`src/rtl/mmio_pkg.sv`:
```
// Shared constants and types for the MMIO hub: internal block tags, error
// status bit positions, internal register offsets and the decode result.
package mmio_pkg;

  localparam logic [11:0] ERR_TAG_DEF = 12'hFFE;
  localparam logic [11:0] TMR_TAG_DEF = 12'hFFD;

  localparam int ERR_RD_UNMAP = 0;
  localparam int ERR_WR_UNMAP = 1;
  localparam int ERR_COLLIDE  = 2;
  localparam int ERR_RO       = 3;

  localparam logic [19:0] OFF_ERR_STATUS = 20'h00000;
  localparam logic [19:0] OFF_ERR_ADDR   = 20'h00004;

  localparam logic [19:0] OFF_TMR_US  = 20'h00000;
  localparam logic [19:0] OFF_TMR_MS  = 20'h00004;
  localparam logic [19:0] OFF_TMR_S   = 20'h00008;
  localparam logic [19:0] OFF_TMR_CYC = 20'h0000C;
  localparam logic [19:0] OFF_TMR_CLR = 20'h00010;

  // Sub-counter terminal value: 1000 us per ms, 1000 ms per s.
  localparam int unsigned SUB_MAX = 999;

  typedef enum logic [1:0] {
    SLV,
    ERR,
    TMR,
    NONE
  } dec_kind_e;

  typedef struct packed {
    dec_kind_e  kind;
    logic [3:0] idx;
  } dec_t;

endpackage

```
`src/rtl/mmio_timebase.sv`:
```
// Free-running timebase: raw cycle count plus us/ms/s counters derived from
// CLK_HZ. A synchronous clear zeroes every counter and prescaler.
module mmio_timebase
  import mmio_pkg::*;
#(
  parameter int unsigned CLK_HZ = 50_000_000
) (
  input  logic        clock,
  input  logic        reset,
  input  logic        clr,
  output logic [31:0] us,
  output logic [31:0] ms,
  output logic [31:0] s,
  output logic [31:0] cycles
);

  localparam int unsigned PRE_MAX = CLK_HZ / 1_000_000 - 1;
  localparam int          PW      = (PRE_MAX > 0) ? $clog2(PRE_MAX + 1) : 1;
  localparam logic [PW-1:0] PRE_LAST = PW'(PRE_MAX);
  localparam logic [9:0]    SUB_LAST = 10'(SUB_MAX);

  logic [PW-1:0] pre;
  logic [9:0]    us_sub;
  logic [9:0]    ms_sub;

  // Prescaler wraps once per microsecond; us/ms sub-counters cascade upward.
  always_ff @(posedge clock or posedge reset) begin
    if (reset) begin
      pre    <= '0;
      us_sub <= '0;
      ms_sub <= '0;
      us     <= '0;
      ms     <= '0;
      s      <= '0;
      cycles <= '0;
    end else if (clr) begin
      pre    <= '0;
      us_sub <= '0;
      ms_sub <= '0;
      us     <= '0;
      ms     <= '0;
      s      <= '0;
      cycles <= '0;
    end else begin
      cycles <= cycles + 32'd1;
      if (pre == PRE_LAST) begin
        pre <= '0;
        us  <= us + 32'd1;
        if (us_sub == SUB_LAST) begin
          us_sub <= '0;
          ms     <= ms + 32'd1;
          if (ms_sub == SUB_LAST) begin
            ms_sub <= '0;
            s      <= s + 32'd1;
          end else begin
            ms_sub <= ms_sub + 10'd1;
          end
        end else begin
          us_sub <= us_sub + 10'd1;
        end
      end else begin
        pre <= pre + 1'b1;
      end
    end
  end

endmodule

```
`src/rtl/mmio_hub.sv`:
```
// MMIO interconnect: decodes addr[31:20] to N_SLV external channels or the
// internal error/timebase blocks, returns read data one cycle later, and
// keeps sticky error status with the address of the first error.
module mmio_hub
  import mmio_pkg::*;
#(
  parameter int                  N_SLV       = 4,
  // Entry i (channel i) lives at bits [(N_SLV-1-i)*12 +: 12], so the
  // leftmost tag in the concatenation belongs to channel 0.
  parameter logic [N_SLV*12-1:0] SLV_TAGS    = {12'h001, 12'h002, 12'h003, 12'h004},
  parameter logic [11:0]         ERR_TAG     = ERR_TAG_DEF,
  parameter logic [11:0]         TMR_TAG     = TMR_TAG_DEF,
  parameter int unsigned         CLK_HZ      = 50_000_000,
  parameter logic [31:0]         UNMAP_RDATA = 32'h0
) (
  input  logic                  clock,
  input  logic                  reset,
  input  logic [31:0]           addr,
  input  logic [31:0]           wdata,
  input  logic                  we,
  input  logic                  re,
  output logic [31:0]           rdata,
  output logic                  rvalid,
  output logic [N_SLV-1:0]      slv_sel,
  output logic                  slv_we,
  output logic [19:0]           slv_addr,
  output logic [31:0]           slv_wdata,
  input  logic [N_SLV*32-1:0]   slv_rdata,
  output logic                  err_irq
);

  logic [11:0] tag;
  logic [19:0] off;
  dec_t        dec;
  logic [31:0] slv_word;
  logic [31:0] rd_next;
  logic [3:0]  err_status;
  logic [31:0] err_addr;
  logic [3:0]  err_new;
  logic [3:0]  w1c;
  logic [3:0]  err_kept;
  logic        ro_hit;
  logic        tmr_clr;
  logic [31:0] tmr_us;
  logic [31:0] tmr_ms;
  logic [31:0] tmr_s;
  logic [31:0] tmr_cyc;

  assign tag       = addr[31:20];
  assign off       = addr[19:0];
  assign slv_addr  = addr[19:0];
  assign slv_wdata = wdata;
  assign slv_we    = we & (|slv_sel);
  assign err_irq   = |err_status;

  // Address decode: internal blocks first, then lowest-index channel tag.
  always_comb begin
    dec.kind = NONE;
    dec.idx  = '0;
    if (tag == ERR_TAG) begin
      dec.kind = ERR;
    end else if (tag == TMR_TAG) begin
      dec.kind = TMR;
    end else begin
      for (int i = N_SLV - 1; i >= 0; i--) begin
        if (SLV_TAGS[(N_SLV-1-i)*12 +: 12] == tag) begin
          dec.kind = SLV;
          dec.idx  = 4'(i);
        end
      end
    end
  end

  // One-hot channel select and the selected channel's read word.
  always_comb begin
    slv_sel  = '0;
    slv_word = '0;
    for (int i = 0; i < N_SLV; i++) begin
      if (dec.kind == SLV && dec.idx == 4'(i)) begin
        slv_sel[i] = re | we;
        slv_word   = slv_rdata[i*32 +: 32];
      end
    end
  end

  // Read source mux; a colliding read is answered with the unmapped value.
  always_comb begin
    rd_next = UNMAP_RDATA;
    if (!(re && we)) begin
      case (dec.kind)
        SLV: rd_next = slv_word;
        ERR: begin
          case (off)
            OFF_ERR_STATUS: rd_next = {28'd0, err_status};
            OFF_ERR_ADDR:   rd_next = err_addr;
            default:        rd_next = 32'd0;
          endcase
        end
        TMR: begin
          case (off)
            OFF_TMR_US:  rd_next = tmr_us;
            OFF_TMR_MS:  rd_next = tmr_ms;
            OFF_TMR_S:   rd_next = tmr_s;
            OFF_TMR_CYC: rd_next = tmr_cyc;
            default:     rd_next = 32'd0;
          endcase
        end
        default: rd_next = UNMAP_RDATA;
      endcase
    end
  end

  // Error events this cycle, W1C mask, and status surviving the clear.
  always_comb begin
    ro_hit = 1'b0;
    if (dec.kind == TMR) begin
      ro_hit = (off == OFF_TMR_US) || (off == OFF_TMR_MS) ||
               (off == OFF_TMR_S)  || (off == OFF_TMR_CYC);
    end else if (dec.kind == ERR) begin
      ro_hit = (off == OFF_ERR_ADDR);
    end
    err_new               = '0;
    err_new[ERR_RD_UNMAP] = re & ~we & (dec.kind == NONE);
    err_new[ERR_WR_UNMAP] = we & (dec.kind == NONE);
    err_new[ERR_COLLIDE]  = re & we;
    err_new[ERR_RO]       = we & ro_hit;
    w1c      = (we && dec.kind == ERR && off == OFF_ERR_STATUS) ? wdata[3:0] : 4'd0;
    err_kept = err_status & ~w1c;
  end

  assign tmr_clr = we && (dec.kind == TMR) && (off == OFF_TMR_CLR);

  // Registered read response, one cycle after the request.
  always_ff @(posedge clock or posedge reset) begin
    if (reset) begin
      rdata  <= '0;
      rvalid <= 1'b0;
    end else begin
      rvalid <= re;
      if (re) begin
        rdata <= rd_next;
      end
    end
  end

  // Sticky status; new errors beat a same-cycle clear. The address is
  // captured only when status is (or is being cleared to) zero.
  always_ff @(posedge clock or posedge reset) begin
    if (reset) begin
      err_status <= '0;
      err_addr   <= '0;
    end else begin
      err_status <= err_kept | err_new;
      if ((err_new != 4'd0) && (err_kept == 4'd0)) begin
        err_addr <= addr;
      end
    end
  end

  mmio_timebase #(
    .CLK_HZ(CLK_HZ)
  ) u_timebase (
    .clock (clock),
    .reset (reset),
    .clr   (tmr_clr),
    .us    (tmr_us),
    .ms    (tmr_ms),
    .s     (tmr_s),
    .cycles(tmr_cyc)
  );

endmodule
```
`config.mk`:
```
export PLATFORM = sky130hd
export DESIGN_NAME = mmio_hub
export DESIGN_NICKNAME = d
export VERILOG_FILES = /design/src/rtl/mmio_pkg.sv /design/src/rtl/mmio_timebase.sv /design/src/rtl/mmio_hub.sv
export SDC_FILE = /design/constraint.sdc
export NUM_CORES = 1
export LEC_CHECK = 0
export ABC_CLOCK_PERIOD_IN_PS = 10750
export CORE_MARGIN = 5
export CORE_UTILIZATION = 30
export CTS_CLUSTER_DIAMETER = 200
export DETAILED_ROUTE_END_ITERATION = 8
export MAX_ROUTING_LAYER = met4
export SETUP_SLACK_MARGIN = 0.1
export SLEW_MARGIN = 20
export SYNTH_ARGS = -nofsm -noshare
export SYNTH_HDL_FRONTEND = slang
export SYNTH_SLANG_ARGS = --single-unit
```
`constraint.sdc`:
```
create_clock -name clock -period 10.75 [get_ports clock]
set_clock_uncertainty 0.15 [all_clocks]
set_input_delay 2.15 -clock clock [delete_from_list [all_inputs] [get_ports clock]]
set_output_delay 2.15 -clock clock [all_outputs]
set_load 0.005 [all_outputs]
```
== Word level (Yosys, flattened, before mapping) ==
Index checks and enable logic that the tools add are counted.

* Flip-flop bits (word level): 223
* Bits in latches: 0
* Memory bits (writable): 0
* ROM bits: 0
* Input port bits: 196
* Output and inout port bits: 91
* Word-level logic and storage cells: 115
* Memories kept: 0

* $add $sub $neg: 7
* Multipliers: 0
* Div/mod/pow operators: 0
* Magnitude comparators: 0
* Equality and inequality tests: 19
* Shift operators: 0
* Muxes and demuxes: 42
* Bitwise gates (word level): 11
* Reductions and logical operators: 25

{| class="wikitable"
|+ Operators with widths
! cell !! count
|-
| $mux W32 || 15
|-
| $add A32 B1 Y32 const B || 4
|-
| $pmux W32 S4 || 1
|-
| $pmux W32 S3 || 1
|-
| $mux W10 || 7
|-
| $pmux W32 S2 || 1
|-
| $eq A20 B4 Y1 const B || 2
|-
| $mux W6 || 6
|-
| $eq A12 B12 Y1 const B || 2
|-
| $eq A2 B12 Y1 const A || 2
|-
| $add A10 B1 Y10 const B || 2
|-
| $eq A10 B10 Y1 const B || 2
|-
| $eq A20 B3 Y1 const B || 1
|-
| $eq A20 B5 Y1 const B || 1
|-
| $logic_not A20 Y1 || 1
|-
| $eq A1 B12 Y1 const A || 1
|-
| $eq A3 B12 Y1 const A || 1
|-
| $mux W4 || 3
|-
| $logic_and A1 B1 Y1 || 10
|-
| $eq A4 B2 Y1 const B || 2
|-
| $logic_not A4 Y1 || 2
|-
| $reduce_or A4 Y1 || 2
|-
| $add A6 B1 Y6 const B || 1
|-
| $and A1 B1 Y1 || 6
|-
| other kinds (17) || 28
|}

== Logic depth before layout (Yosys ltp) ==
Gate-level depths: netlist of run 1.

* Word-level depth: 15
* Mapped depth: 10
* Depth with buffers taken out: 8

== Cells and area by module ==
From an unflattened synthesis of run 1, not the netlist that was laid out.

* Cell total of the unflattened synthesis: 1400
* Area total of the unflattened synthesis: 13416.6 um^2

{| class="wikitable"
|+ Modules (own cells, without submodules)
! module !! instances !! cells an instance !! area each (um^2) !! seq. area each (um^2)
|-
| mmio_timebase || 1 || 834 || 7821.3 || 3853.7
|-
| mmio_hub || 1 || 566 || 5595.4 || 1726.7
|}

== Worst setup path after synthesis of run 1 ==
No wires, ideal clock.

* Path type: input port to output port
* Start point: input port addr[28]
* End point: output port slv_sel[1]
* Arrival time: 3.603 ns
* Data required time: 8.450 ns
* Slack: 4.847 ns
* Stages: 4
* Buffers on the path: 1
* Cells stage by stage: or4_1 > nor3_2 > clkbuf_1 > nor4b_1

* Cells in the longest elaborated chain, start to end: 10
* Elaborated cells between the ends (all ways): 18
* Classes of those cells: eq/ne (7); mux (9); reduce/logical (2)

{| class="wikitable"
|+ Ends and longest elaborated chain
! item !! line !! text
|-
| start, declared || mmio_hub.sv:18 || <nowiki>input logic [31:0] addr,</nowiki>
|-
| $eq A3 B12 Y1 || mmio_hub.sv:66 || <nowiki>if (SLV_TAGS[(N_SLV-1-i)*12 +: 12] == tag) begin</nowiki>
|-
| $mux W6 (4 in a row) || mmio_hub.sv:66 ||
|-
| $mux W4 or $mux W2 (tied branches) || mmio_hub.sv:62 || <nowiki>end else if (tag == TMR_TAG) begin</nowiki>
|-
| $mux W4 or $mux W2 (tied branches) || mmio_hub.sv:60 || <nowiki>if (tag == ERR_TAG) begin</nowiki>
|-
| $eq A4 B1 Y1 or $logic_not A2 Y1 (tied branches) || mmio_hub.sv:79 || <nowiki>if (dec.kind == SLV && dec.idx == 4'(i)) begin</nowiki>
|-
| $logic_and A1 B1 Y1 * || mmio_hub.sv:79 ||
|-
| $mux W1 * || mmio_hub.sv:79 ||
|-
| end, declared || mmio_hub.sv:24 || <nowiki>output logic [N_SLV-1:0] slv_sel,</nowiki>
|}

Mark *: on every way between the ends. The rest lies on a longest branch, timed or not.

== Worst setup path after layout of run 1 ==
* Start point: input port addr[20]
* End point: output port slv_sel[0]

* Cells in the longest elaborated chain, start to end: 10
* Elaborated cells between the ends (all ways): 18
* Classes of those cells: eq/ne (6); mux (9); reduce/logical (3)

{| class="wikitable"
|+ Ends and longest elaborated chain
! item !! line
|-
| $eq A3 B12 Y1 || mmio_hub.sv:66
|-
| $mux W6 (4 in a row) || mmio_hub.sv:66
|-
| $mux W4 or $mux W2 (tied branches) || mmio_hub.sv:62
|-
| $mux W4 or $mux W2 (tied branches) || mmio_hub.sv:60
|-
| $logic_not A4 Y1 or $logic_not A2 Y1 (tied branches) || mmio_hub.sv:79
|-
| $logic_and A1 B1 Y1 * || mmio_hub.sv:79
|-
| $mux W1 * || mmio_hub.sv:79
|}

Marks and branches as above.

==> results of run 1 <==
-- flip-flops by register name, indices dropped and copies added, names as in the netlist, 6 cells and up --
name	count
u_timebase.ms_sub	10
err_addr	32
u_timebase.us_sub	10
rdata	32
u_timebase.s	32
u_timebase.ms	32
u_timebase.cycles	32
u_timebase.pre	6
u_timebase.us	32
-- how the worst max path moves through the flow --
stage	from	end	depth (start not counted)
3_3_place_gp	addr[20]	slv_sel[0]	6
2_1_floorplan	reset	err_addr[0]$_DFFE_PP0P_	1
5_1_grt	addr[20]	slv_sel[0]	6
4_1_cts	addr[20]	slv_sel[0]	6
3_5_place_dp	addr[20]	slv_sel[0]	6
6_report	addr[20]	slv_sel[0]	6
-- logic make-up (layout without fill, tap and decap cells) --
logic type	Yosys count	in the layout	share of synthesized area [%]
buffers and inverters	222	360	7.37
multiplexers	32	32	3.49
AND/OR/NAND/NOR	707	707	25.0
XOR/XNOR	112	112	6.81
AO/OA/AOI/OAI	367	367	17.9
other	0	1	0
adder cells (fa/ha/maj)	8	8	0.695
flip-flops	223	223	38.7
-- synth_stat cells (all sizes together) (2+ instances only) --
cell and n:
a2111o 2, a2111oi 6, a211o 2, a211oi 66
a21o 2, a21oi 53, a221oi 31, a222oi 19
a22oi 5, a32oi 32, and2 27, and3 14
and3b 2, and4 20, buf 67, clkbuf 103
dfrtp 223, ha 8, inv 51, mux2 16
mux2i 3, mux4 13, nand2 172, nand2b 7
nand3 53, nand3b 12, nand4 38, nor2 159
nor2b 25, nor3 84, nor3b 2, nor4 16
o2111ai 13, o211ai 9, o21ai 66, o22ai 53
or2 3, or3 29, or3b 32, or4 8
xnor2 48, xor2 64
-- power by group through the flow --
| stage | Sequential [mW] | Combinational, mW | Clock, mW |
|---|---|---|---|
| CTS | 0.840 | 0.152 | 0.907 |
| finish | 0.840 | 0.152 | 0.889 |
| global placement | 0.855 | 0.150 | 0 |
| global route | 0.839 | 0.162 | 0.944 |
| detailed placement | 0.855 | 0.151 | 0 |
| floorplan | 0.855 | 0.0633 | 0 |
-- per-stage QoR --
stage | total power, mW | area [um2] | setup WS, ns | utilization (%)
after floorplan | 0.919 | 14400 | 2.34 | -
after global placement | 1.01 | 16900 | 3.15 | 35.4
after detailed placement | 1.01 | 16900 | 3.10 | 35.4
after CTS | 1.90 | 17700 | 3.10 | 37.2
after global routing | 1.95 | 17700 | 3.26 | 37.2
final | 1.88 | 17700 | 3.39 | 37.2
-- layer usage --
layer | share of wire [%] | global-route usage (%) | up-vias
li1 | - | - | 6316
met1 | 43 | 25.7 | 6854
met2 | 48 | 32.1 | 619
met3 | 7.1 | 2.87 | 91
met4 | 2.5 | 4.45 | 0
met5 | 0 | - | -
-- cell type report --
class	instances	share of cell area (%)
Timing Repair Buffer	261	14.3
Sequential cell	223	31.5
Antenna cell	1	0.0141
Multi-Input combinational cell	1226	43.9
Clock buffer	39	4.40
Inverter	52	1.14
Tap cell	615	4.34
Clock inverter	8	0.431
==> results.yml, run 1 <==
clock_tree:
  cts_tree: "done"
  cts.sinks: 223
  clock-root-buffer: "clkbuf_16"
  h-tree-depth: 1
  cts_buffers: 26
  cts_setup_buffers: 0
  cts_hold_buf: 0
  worstSkewPairLatency_ns: 0.54
  cts_resized: 0
  clk_pin_slew_worst_paths_ns: 0.06
  clk_path_buf_depth: 3
pwr:
  combPwrFrac_pct: 8.1
  p_per_area_nw_per_um2: 106
  sequentialPowerShare_pct: 44.6
  p_leak_nw: 6.81
  p_int_mw: 1.44
  power.switching_mw: 0.440
  ir_drop_mv: 0.117
  p_clk_share_pct: 47.3
  sw_frac_of_total_pct: 23.4
worst_setup_path:
  cp_top_family: "buffers and inverters"
  cp.arrival_ns: 5.06
  reg2regPathDepth: 6
  ff2ff_setup_slack_ns: 7.16
  path_max_fanout: 23
  crit_required_ns: 8.45
  critical_path.max_stage_delay_ns: 1.00
  critPathKind: "input port to output pin"
  cp-end-kind: "output pin"
  startpoint_type: "input port"
  critPathSlowestCell: "clkdlybuf4s50_1"
  rr_endpoint: "err_addr[17]$_DFFE_PP0P_"
  crit_top_cell: "clkdlybuf4s50_1"
  rr_startpoint: "err_status[3]$_DFF_PP0_"
  crit_chain: "clkdlybuf4s50_1 > nor3b_2 > and4_1 > buf_4 > nor2b_1 > clkdlybuf4s50_1"
  cp_num_buf_inv: 3
placement:
  dp_hpwl_um: 38100
  port_buffers: 230
  dp_cells: 2377
  gp_congestion: 0.925
synthesis:
  netlist_instances: 1671
  synthesis.area_um2: 14400
  seq_area_frac_synth_pct: 38.7
  ys_async_sr_fraction_pct: 100
  synth.top_cell.area_share_pct: 38.7
  syn_avg_cell_area_um2: 8.62
  ys_types: 60
  yosys.area.top_type: "dfrtp_1"
  syn_nets: 1875
  synth.area.top_cells: "dfrtp_1, nand2_1, nor2_1"
  synth_flop_cell: "dfrtp_1"
  synth_warnings: 0
  synth-seq-cells: 223
  synth_edf_count: 0
detailed_routing:
  antenna_left: 0
  dr_total_vias: 13900
  drtIter0Drc: 1360
  dr.pass1.iters: 8
  vias_per_cell: 5.72
  route.detailed.drc: 0
  totalWireLength_um: 52700
  wire_per_inst_um: 21.7
floorplanning:
  rows: 80
  start_util_pct: 30.2
  die_y_um: 229
  core_area_um2: 47600
  die_x_um: 229
  dieArea_um2: 52500
  ios: 287
hold_path:
  min_path_cells: 1
  hold_path_startpoint: "u_timebase.pre[0]$_DFF_PP0_"
  hold_path.class: "flop to flop"
  min_to: "u_timebase.pre[0]$_DFF_PP0_"
cells_and_area:
  mostFrequentLayoutCell: "clkdlybuf4s50_1"
  syn2layout_area_growth_pct: 23.0
  final_cell_mix: "clkdlybuf4s50_1, dfrtp_1, nand2_1"
  drive_gt1_share_pct: 6.47
  fill_cells: 4805
  fin_nets: 1994
  multi_input_area_um2: 7780
  seq_area_um2: 5580
  instances_no_fill: 2425
sta:
  tightest_slew_ns: 1.02
  slew_headroom_pct: 31.8
  max_freq_mhz: 136
  fin_crit_sh_pct: 68.5
  setup_viol: 0
  hold_viol_final: 0
  final.min_clock_period_ns: 7.36
  tns_ns: 0
  slew_viol_final: 0
  rsz0062_at_grt: "no"
  hold_slack_ns: 0.340
outcome:
  status: "complete, no violations"
global_routing:
  antenna_found_initial: 1
  globalRouteTotalUtil_pct: 19.5
  grt_max_degree: 103
  grt_first_pass_wirelength_um: 80700
  grt_pass1_vias: 13300
  grt_remaining_overflow: 0
flow_run:
  cap_violations: 0
No activity file was read; power rests on OpenSTA's default activity.
==> run 2, diff against run 1 <==
- ABC_CLOCK_PERIOD_IN_PS: 10750 -> 7000
- clock period: 10.75 -> 7 ns (I/O delays scaled with it)
==> run 2 against run 1 <==
Critical path depth unchanged. Clock power is 61% higher. Global-route usage grew 0.23 points. Hold slack worse by 0.0011 ns. Combinational power increased by 56%. Core utilization up 0.24 points. Largest cell class unchanged.
==> results.yml, run 2 (synthesis results as in run 1) <==
clock_tree:
  cts_resized: 0
  clk_pin_slew_worst_paths_ns: 0.06
  worstSkewPairLatency_ns: 0.53
  cts_tree: "done"
  cts_setup_buffers: 0
  cts.sinks: 223
  h-tree-depth: 1
  clock-root-buffer: "clkbuf_16"
  cts_hold_buf: 0
  clk_path_buf_depth: 3
  cts_buffers: 26
detailed_routing:
  dr.pass1.iters: 8
  wire_per_inst_um: 21.8
  antenna_left: 0
  vias_per_cell: 5.70
  drtIter0Drc: 1527
  dr_total_vias: 13800
  totalWireLength_um: 53000
  route.detailed.drc: 0
worst_setup_path:
  startpoint_type: "input port"
  crit_start: "addr[20]"
  crit_required_ns: 5.45
  rr_startpoint: "err_status[2]$_DFF_PP0_"
  cp.arrival_ns: 4.03
  cp-end-kind: "output pin"
  reg2regPathDepth: 6
  critPathKind: "input port to output pin"
  path_max_fanout: 23
floorplanning:
  die_y_um: 229
  die_x_um: 229
  start_util_pct: 30.2
  core_area_um2: 47600
  rows: 80
  ios: 287
  dieArea_um2: 52500
pwr:
  p_leak_nw: 6.85
  ir_drop_mv: 0.143
  p_per_area_nw_per_um2: 166
sta:
  tns_ns: 0
  hold_viol_final: 0
  rsz0062_at_grt: "no"
  tightest_slew_ns: 1.14
  fin_crit_sh_pct: 79.8
  slew_headroom_pct: 23.9
  slew_viol_final: 0
  setup_viol: 0
  final.min_clock_period_ns: 5.58
  max_freq_mhz: 179
hold_path:
  hold_path_startpoint: "u_timebase.cycles[0]$_DFF_PP0_"
  min_path_cells: 1
  hold_path.class: "flop to flop"
cells_and_area:
  mostFrequentLayoutCell: "clkdlybuf4s50_1"
  drive_gt1_share_pct: 6.56
  fin_nets: 1997
  diodes: 0
  fin_util_pct: 37.4
  final_cell_mix: "clkdlybuf4s50_1, dfrtp_1, nand2_1"
  syn2layout_area_growth_pct: 23.8
global_routing:
  grt_max_degree: 142
  grt_pass1_vias: 13500
  grt_remaining_overflow: 0
  grt_first_pass_wirelength_um: 81800
  antenna_found_initial: 0
  globalRouteTotalUtil_pct: 19.8
placement:
  gp_congestion: 0.913
  port_buffers: 230
  dp_hpwl_um: 38300
outcome:
  status: "complete, no violations"
flow_run:
  cap_violations: 0
-- run 2: cell types whose count changed in the layout (fill, tap and decap cells not counted), moves of 2 or more --
cell and delta:
bufinv_16 +2, clkbuf_8 -3, clkinv_2 +3, buf_12 +4
-- run 2: worst paths after layout --
check / to / slack, ns
min in group asynchronous: u_timebase.us[2]$_DFFE_PP0P_ / 1.04
worst max-delay path: slv_sel[0] / 1.42
worst min-delay path: u_timebase.cycles[0]$_DFF_PP0_ / 0.34
max in group asynchronous: u_timebase.cycles[18]$_DFF_PP0_ / 4.36
worst min register to register: u_timebase.cycles[0]$_DFF_PP0_ / 0.34
worst max register to register: err_addr[11]$_DFFE_PP0P_ / 3.11
-- run 2: final cells by class --
class / count / area [um2]
Clock inverter: 12 / 135
Inverter: 52 / 199
Timing Repair Buffer: 264 / 2610
Sequential cell: 223 / 5580
Fill cell: 4776 / 29800
Clock buffer: 36 / 759
Tap cell: 615 / 769
Multi-Input combinational cell: 1226 / 7790
-- run 2: layer usage --
metal | GRT usage (%) | up-vias | wire (um)
met5 | - | - | 0
met4 | 5.30 | 0 | 1620
met3 | 3.12 | 90 | 3720
met2 | 32.3 | 584 | 25000
met1 | 25.7 | 6827 | 22600
li1 | - | 6335 | -
-- run 2: per-stage QoR --
stage	total power, mW	std cells	instance area, um2	worst slack [ns]	hold WS (ns)
after floorplan	1.41	1671	14400	2.54	0.292
after global placement	1.55	2379	16900	1.48	0.331
after detailed placement	1.55	2379	16900	1.39	0.333
after CTS	2.98	2427	17800	1.45	0.341
after global routing	3.05	2428	17800	1.37	0.365
final	2.96	2428	17800	1.42	0.339
-- run 2: where the power goes --
group / leakage (nW) / internal (mW) / total [mW] / switching [mW]
Sequential: 2.48 / 1.29 / 1.29 / 0.0000824
Combinational: 3.92 / 0.123 / 0.237 / 0.114
Clock: 0.451 / 0.865 / 1.43 / 0.567
Total: 6.85 / 2.28 / 2.96 / 0.681
-- run 2: critical path, cell delays in order --
cell and delay (ns):
clkdlybuf4s50_1 1.02, nor3b_1 0.27, buf_4 0.22, and4_1 0.34
nor2b_1 0.24, clkdlybuf4s50_1 0.55
